===== src/rtl/from_serial_pkg.sv =====
// Shared helpers and types for the handshaked multi-channel deserializer.
package from_serial_pkg;

  typedef enum logic {
    SLICE_LSB_FIRST = 1'b0,
    SLICE_MSB_FIRST = 1'b1
  } slice_order_e;

  function automatic int ceil_div(input int a, input int b);
    return (a + b - 1) / b;
  endfunction

  function automatic int no_cyc(input int bw_in, input int bw_out);
    return ceil_div(bw_out, bw_in);
  endfunction

  // At least one bit, so a single-state counter still has a legal width.
  function automatic int ctr_width(input int n);
    return (n > 1) ? $clog2(n) : 1;
  endfunction

endpackage


===== src/rtl/word_fifo.sv =====
// First-word-fall-through FIFO with occupancy level; storage is reset so the
// head reads zero after reset.
module word_fifo #(
  parameter int WIDTH = 8,
  parameter int DEPTH = 2
) (
  input  logic                       clk,
  input  logic                       rst_n,
  input  logic                       push,
  input  logic [WIDTH-1:0]           push_data,
  input  logic                       pop,
  output logic [WIDTH-1:0]           pop_data,
  output logic [$clog2(DEPTH+1)-1:0] level,
  output logic                       full,
  output logic                       empty
);

  localparam int AW = (DEPTH > 1) ? $clog2(DEPTH) : 1;
  localparam int LW = $clog2(DEPTH + 1);

  logic [WIDTH-1:0] mem [DEPTH];
  logic [AW-1:0]    wr_ptr, rd_ptr;
  logic [LW-1:0]    cnt;
  logic             do_push, do_pop;

  assign full     = (cnt == LW'(DEPTH));
  assign empty    = (cnt == '0);
  assign do_pop   = pop & !empty;
  // A push into a full FIFO is legal only when the head leaves the same cycle.
  assign do_push  = push & (!full | do_pop);
  assign pop_data = mem[rd_ptr];
  assign level    = cnt;

  always_ff @(posedge clk or negedge rst_n) begin
    if (!rst_n) begin
      wr_ptr <= '0;
      rd_ptr <= '0;
      cnt    <= '0;
      for (int unsigned i = 0; i < DEPTH; i++) mem[i] <= '0;
    end else begin
      if (do_push) begin
        mem[wr_ptr] <= push_data;
        wr_ptr      <= wr_ptr + 1'b1;
      end
      if (do_pop) rd_ptr <= rd_ptr + 1'b1;
      case ({do_push, do_pop})
        2'b10:   cnt <= cnt + 1'b1;
        2'b01:   cnt <= cnt - 1'b1;
        default: cnt <= cnt;
      endcase
    end
  end

endmodule


===== src/rtl/from_serial_hs.sv =====
// Multi-channel deserializer: assembles BW_IN-bit slices into BW_OUT-bit
// words per channel and queues them in a FWFT FIFO with valid/ready flow.
module from_serial_hs
  import from_serial_pkg::*;
#(
  parameter int NO_CH     = 10,
  parameter int BW_IN     = 2,
  parameter int BW_OUT    = 8,
  parameter int MSB_FIRST = 0,
  parameter int DEPTH     = 2
) (
  input  logic                             clk,
  input  logic                             rst_n,
  input  logic                             vld_in,
  input  logic                             sof_in,
  output logic                             rdy_in,
  input  logic [NO_CH-1:0][BW_IN-1:0]      data_in,
  output logic                             vld_out,
  input  logic                             rdy_out,
  output logic [NO_CH-1:0][BW_OUT-1:0]     data_out,
  output logic [$clog2(DEPTH+1)-1:0]       level,
  output logic                             err_ovf,
  output logic                             err_align,
  input  logic                             clr_err
);

  localparam int NO_CYC = no_cyc(BW_IN, BW_OUT);
  localparam int W      = NO_CYC * BW_IN;
  localparam int CW     = ctr_width(NO_CYC);
  localparam int PW     = ctr_width(W);
  localparam slice_order_e ORDER = (MSB_FIRST != 0) ? SLICE_MSB_FIRST : SLICE_LSB_FIRST;
  localparam logic [CW-1:0] LAST = CW'(NO_CYC - 1);

  logic [CW-1:0] cnt_q, cnt_d, idx;
  logic [PW-1:0] slice_lo;
  logic          last, accept, push, pop;
  logic          fifo_full, fifo_empty;
  logic [NO_CH-1:0][BW_OUT-1:0] push_data;

  assign last    = (cnt_q == LAST);
  // Only a word-completing slice needs room; a same-cycle pop provides it.
  assign rdy_in  = !(last && fifo_full) || rdy_out;
  assign accept  = vld_in & rdy_in;
  // sof_in restarts the word: the slice lands at position 0 whatever cnt says.
  assign idx     = sof_in ? '0 : cnt_q;
  assign push    = accept && (idx == LAST);
  assign vld_out = !fifo_empty;
  assign pop     = vld_out & rdy_out;

  always_comb begin
    cnt_d = cnt_q;
    if (accept) cnt_d = (idx == LAST) ? '0 : idx + 1'b1;
  end

  always_comb begin
    if (ORDER == SLICE_MSB_FIRST) slice_lo = PW'(W - (int'(idx) + 1) * BW_IN);
    else                          slice_lo = PW'(int'(idx) * BW_IN);
  end

  always_ff @(posedge clk or negedge rst_n) begin
    if (!rst_n) cnt_q <= '0;
    else        cnt_q <= cnt_d;
  end

  for (genvar g = 0; g < NO_CH; g++) begin : g_ch
    logic [W-1:0] asm_q, asm_d;

    always_comb begin
      asm_d = asm_q;
      asm_d[slice_lo +: BW_IN] = data_in[g];
    end

    always_ff @(posedge clk or negedge rst_n) begin
      if (!rst_n)      asm_q <= '0;
      else if (accept) asm_q <= asm_d;
    end

    // The pushed word already contains the slice being accepted this cycle.
    if (ORDER == SLICE_MSB_FIRST) begin : g_msb
      assign push_data[g] = asm_d[W-1 -: BW_OUT];
    end else begin : g_lsb
      assign push_data[g] = asm_d[BW_OUT-1:0];
    end
  end

  always_ff @(posedge clk or negedge rst_n) begin
    if (!rst_n) begin
      err_ovf   <= 1'b0;
      err_align <= 1'b0;
    end else if (clr_err) begin
      err_ovf   <= 1'b0;
      err_align <= 1'b0;
    end else begin
      if (vld_in && !rdy_in)                        err_ovf   <= 1'b1;
      if (accept && sof_in && (cnt_q != '0))        err_align <= 1'b1;
    end
  end

  word_fifo #(
    .WIDTH (NO_CH * BW_OUT),
    .DEPTH (DEPTH)
  ) u_fifo (
    .clk       (clk),
    .rst_n     (rst_n),
    .push      (push),
    .push_data (push_data),
    .pop       (pop),
    .pop_data  (data_out),
    .level     (level),
    .full      (fifo_full),
    .empty     (fifo_empty)
  );

endmodule


===== config.mk =====
export PLATFORM = sky130hd
export DESIGN_NAME = from_serial_hs
export DESIGN_NICKNAME = d
export VERILOG_FILES = /design/src/rtl/from_serial_pkg.sv /design/src/rtl/word_fifo.sv /design/src/rtl/from_serial_hs.sv
export SDC_FILE = /design/constraint.sdc
export NUM_CORES = 1
export LEC_CHECK = 0
export ABC_CLOCK_PERIOD_IN_PS = 2600
export CORE_ASPECT_RATIO = 0.75
export CORE_MARGIN = 8
export CORE_UTILIZATION = 55
export CTS_BUF_LIST = sky130_fd_sc_hd__clkbuf_4 sky130_fd_sc_hd__clkbuf_8
export DETAILED_ROUTE_END_ITERATION = 6
export PLACE_DENSITY = 0.86
export SKIP_LAST_GASP = 1
export SYNTH_ARGS = -nofsm -noshare
export SYNTH_HDL_FRONTEND = slang
export SYNTH_SLANG_ARGS = --single-unit

===== constraint.sdc =====
create_clock -name clk -period 2.6 [get_ports clk]
set_input_delay 0.26 -clock clk [delete_from_list [all_inputs] [get_ports clk]]
set_output_delay 0.26 -clock clk [all_outputs]
set_load 0.05 [all_outputs]

# == After elaboration in Yosys (flattened, before gate mapping) ==
# Index checks and enable logic that the tools add are counted.
# classes
add_sub_neg,6
n_lt_le_gt_ge,3
eq_ne,5
shifts,11
n_mux,23
n_bitwise,7
reduce_logical,16
# op_table
op,n
two-way mux 80 bit,4
bitwise mux 160 bit,1
bitwise mux 8 bit,10
demux 80 bit (select 1 bit),1
variable part select 2 x 5 -> 8 bit,10
"equality test 2 bit, second input constant",4
nonzero test 2 bit,4
"variable shift 2 x 5 -> 8 bit, first input constant",1
logical AND 1 bit,6
negator 3 -> 5 bit,1
"adder 2 x 1 -> 2 bit, second input constant",2
bitwise AND 1 bit,4
"greater-or-equal comparator 2 bit, second input constant",2
logical NOT 1 bit,4
two-way mux 1 bit,4
two-way mux 2 bit,2
inverter 1 -> 2 bit,2
one-hot mux 2 bit (2 select lines),1
"adder 1 bit, second input constant",2
"equality test 2 x 1 -> 1 bit, second input constant",1
logical NOT 2 bit,1
"less-than comparator 2 x 1 -> 1 bit, second input constant",1
"subtractor 2 x 1 -> 2 bit, second input constant",1
logical OR 1 bit,1
OR 1 bit,1
# word_totals
regBits,248
inputBits,26
wordCells,89

# == Longest topological paths before layout ==
# depth
word_depth,9
ltp_mapped,11
depth_no_buf,9

# == By module ==
# A second synthesis with hierarchy kept.
# hier_totals
cells_unflattened,799
area_unflattened_um2,11135.7
# by_module_without_submodules
module,n_inst,cells_each,area_per_inst_um2,seq_area_each_um2
word_fifo,1,453,7053.0,4103.9
from_serial_hs,1,346,4082.7,2102.0

# == Worst setup path after synthesis ==
# Ideal clock, no wire load.
# synth_timing
path_type,reg-to-reg
startpoint,register cnt_q[0]
endpoint,register u_fifo.mem[100] (netlist name)
arrival_time_ns,2.285
slack_ns,0.190
stages_incl_launch_ff,11
cell_sequence,dfrtp_1 -> nand2b_1 -> inv_1 -> clkbuf_1 -> ha_1 -> and2_1 -> clkbuf_1 -> nor3b_1 -> buf_2 -> buf_6 -> mux2_2
# synth_between
elab_chain_cells,7
# synth_rtl
element,line_no,text
start: declaration,from_serial_hs.sv:34,"logic [CW-1:0] cnt_q, cnt_d, idx;"
start signal: assignment,from_serial_hs.sv:62,else cnt_q <= cnt_d;
branches (longest 7 deep; another with negator 3 -> 5 bit),--,
end signal: indexed assignment,word_fifo.sv:42,mem[wr_ptr] <= push_data;
end: declaration,word_fifo.sv:21,logic [WIDTH-1:0] mem [DEPTH];
# Several ways; the timed one is not identified.
# A chain may end at the register's enable or synchronous reset.

==> impl_metrics.csv <==
group,metric,value,unit
outcome,outcome,"finished clean",
detailed_routing,antenna_left,0,
cts,cts_tree,"done",
synthesis,synthesis.nets,908,
worst_setup_path,cp_max_fo,52,
floorplan,die_area,24580,µm²
cts,clock_latency,0.51,ns
detailed_routing,drt-pass1-iter-count,7,
cts,cts_buffers,36,
detailed_routing,drtIter0Drc,816,
worst_setup_path,crit_chain,"buf_8, buf_12, mux2_2, buf_4",
worst_setup_path,critPathLaunch,"u_fifo.rd_ptr",
pwr,total_power,12.83,mW
pwr,power_leakage,6.187,nW
synthesis,ys_ff_latch,228,
finish,area_growth,20.64,%
pwr,ir_worst_vdd,0.6457,mV
sta,setup_violations,0,
placement,place.gp.congestion,0.8608,
global_routing,track_usage,22.40,%
floorplan,rows,44,
sta,slew_viol_final,0,
sta,whs,0.3305,ns
cts,clock_sinks,228,
placement,numPortBuffers,111,
synthesis,ys_async_sr_fraction,100.0,%
worst_setup_path,worstSetupStartpointType,"flip-flop",
synthesis,ys.flop_type,"dfrtp_1",
worst_setup_path,r2r_end,"g_ch[7].asm_q[3]",
synthesis,yosys.cell_types.count,37,
cts,h-tree-depth,2,
sta,fin_worst_skew,0.01160,ns
worst_setup_path,path_class,"flip-flop to output pin",
floorplan,coreArea,19380,µm²
detailed_routing,totalWireLength,27.64,mm
worst_setup_path,worstPathRequired,2.34,ns
sta,fin_crit,2.567,ns
worst_setup_path,r2r_start,"cnt_q[0]",
global_routing,antenna_found_initial,0,
synthesis,yosysSeqAreaShare,52.45,%
sta,rsz0062_at_grt,"true",
sta,finalHoldViolCount,0,
sta,setup_tns,0,ns
placement,dp_hpwl,18.14,mm
detailed_routing,routed-via-count,7803,
finish,drive_above_1_share,35.22,%
pwr,powerDensity,977.9,nW/µm²
worst_hold_path,min_path_type,"primary input to async pin",
sta,fmax,389.6,MHz
flow_run,cap_violations,0,
synthesis,synth_warnings,0,
floorplan,io_pins,112,
worst_setup_path,worst_ep_arrival_time,2.31,ns
global_routing,overflow,0,
synthesis,syn_inst,877,
sta,min_period_over_period,98.73,%
detailed_routing,drc,0,
floorplan,die_y,137.8,µm
global_routing,grt_start_max_net_pins,80,
cts,root_buffer,"clkbuf_8",
synthesis,syn_avg_cell_area,12.40,µm²
detailed_routing,post_drt_wl_per_cell,21.63,µm
cts,cts_buffer_depth,3,
floorplan,initial_utilization,56.13,%
sta,tightest_slew,0.7356,ns
sta,relSlewSlack,50.96,%
synthesis,netlist_area,10880,µm²
floorplan,dieWidth,178.4,µm
global_routing,grt_pass1_wl,43.90,mm
worst_setup_path,endpoint_kind,"output pin",
detailed_routing,avgViaCountPerCell,6.106,
global_routing,grt_pass1_vias,7999,
worst_setup_path,ff2ff_setup_slack,0.34,ns
worst_setup_path,crit_slowest_cell,"dfrtp_4",
cts,clk_pin_slew,0.07,ns
worst_setup_path,r2r_cells,6,
finish,nets,1034,
synthesis,synth_edf_count,0,
finish,antenna_cells,0,
worst_setup_path,crit_path_max_incr_delay,0.65,ns
==> logic make-up after synthesis <==
| group | count (synthesis) | synth area share (%) |
|---|---|---|
| flops | 228 | 52.45 |
| fa+ha+maj | 5 | 0.5751 |
| compound gates | 189 | 13.23 |
| xor+xnor | 5 | 0.4027 |
| mux | 201 | 22.58 |
| simple gates | 104 | 4.532 |
| buf+inv | 145 | 6.234 |
==> how the worst max path moves through the flow <==
stage | to | slack [ns] | depth (start not counted)
after detailed placement | g_ch[9].asm_q[3] | 0.01 | 8
after global placement | g_ch[6].asm_q[2] | 0.14 | 8
after global routing | data_out[53] | -0.03 | 4
after floorplan | u_fifo.mem[100] | 0.19 | 10
after CTS | data_out[12] | -0.11 | 2
final | data_out[53] | 0.03 | 4
==> per-layer routing <==
metal,vias up,wire length (µm),track usage [%]
met2,355,13010,34.70
met1,3967,11710,30.68
met3,46,2499,5.998
met4,0,422,6.322
met5,-,0,0
li1,3435,-,-
==> area by class of cell <==
type,count,area [µm²]
clock buffers,53,673.1
clock inverters,7,66.31
fillers,1403,6256
inverters,64,240.2
multi-input cells,504,4537
flip-flops and latches,228,5709
well taps,253,316.6
repair buffers,169,1580
==> registers in the layout (all words and copies together), names as in the netlist <==
| name | flops |
|---|---|
| u_fifo.mem | 160 |
| g_ch.asm_q | 60 |
| cnt_q | 2 |
| u_fifo.rd_ptr | 1 |
| u_fifo.wr_ptr | 1 |
| u_fifo.level | 2 |
| err_ovf | 1 |
| err_align | 1 |
==> per-stage QoR <==
stage | instances | worst slack (ns) | utilization (%) | cell area, µm²
floorplan | 877 | 0.1902 | - | 10880
global placement | 1216 | 0.1410 | 63.77 | 12360
detailed placement | 1216 | 0.01298 | 63.77 | 12360
CTS | 1277 | -0.1111 | 67.60 | 13100
global route | 1278 | -0.02707 | 67.72 | 13120
finish | 1278 | 0.03294 | 67.72 | 13120
==> cells in the mapped netlist, types with 11 or more instances <==
library cell    n  area, µm²
mux2i_1        20      200.2
a22o_1         21      183.9
a31oi_1        21      131.4
o22ai_1        20      125.1
nand2_1        64      240.2
a32oi_1        20      175.2
clkbuf_1       52      195.2
a21oi_1        21      105.1
buf_6          15      168.9
o21ai_0        21      105.1
mux2_2        123       1385
o32ai_1        20      175.2
buf_2          11      55.05
dfrtp_1       228       5705
inv_1          64      240.2
mux2_4         58      870.8
a32o_1         40      400.4
and3_1         21      131.4
==> where the power goes <==
part           leakage, nW  switching (mW)  internal [mW]
clock network        0.392            1.40           1.76
registers             3.07           0.474           4.30
logic                 2.73            3.11           1.79
total                 6.19            4.98           7.85
==> what timing repair did <==
item                                   CTS  global route
setup endpoints to repair               26            23
endpoints found under the hold margin   73             0
buffers inserted                         0             1
gates resized for setup                  5             3
hold buffers                             1             0
==> critical path, delay by kind of cell, from the launching register on <==
kind                   cells  cell delay [ns]
flip-flops                 1             0.65
buffers and inverters      3             0.71
multiplexers               1             0.41
==> cell usage in the layout, fill, tap and decap left out, drive strengths merged, types with 4 or more instances in the layout <==
| cell type | synthesis | routed |
|---|---|---|
| a21oi | 21 | 21 |
| a22o | 21 | 21 |
| a31oi | 21 | 21 |
| a32o | 40 | 40 |
| a32oi | 20 | 20 |
| and3 | 21 | 21 |
| buf | 29 | 111 |
| clkbuf | 52 | 53 |
| clkdlybuf4s50 | 0 | 49 |
| clkinv | 0 | 5 |
| dfrtp | 228 | 228 |
| dlygate4sd2 | 0 | 5 |
| ha | 5 | 5 |
| inv | 64 | 64 |
| mux2 | 181 | 181 |
| mux2i | 20 | 20 |
| nand2 | 64 | 64 |
| nor2 | 4 | 4 |
| o21ai | 21 | 21 |
| o22ai | 20 | 20 |
| o32ai | 20 | 20 |
(Power assumes the default switching activity.)
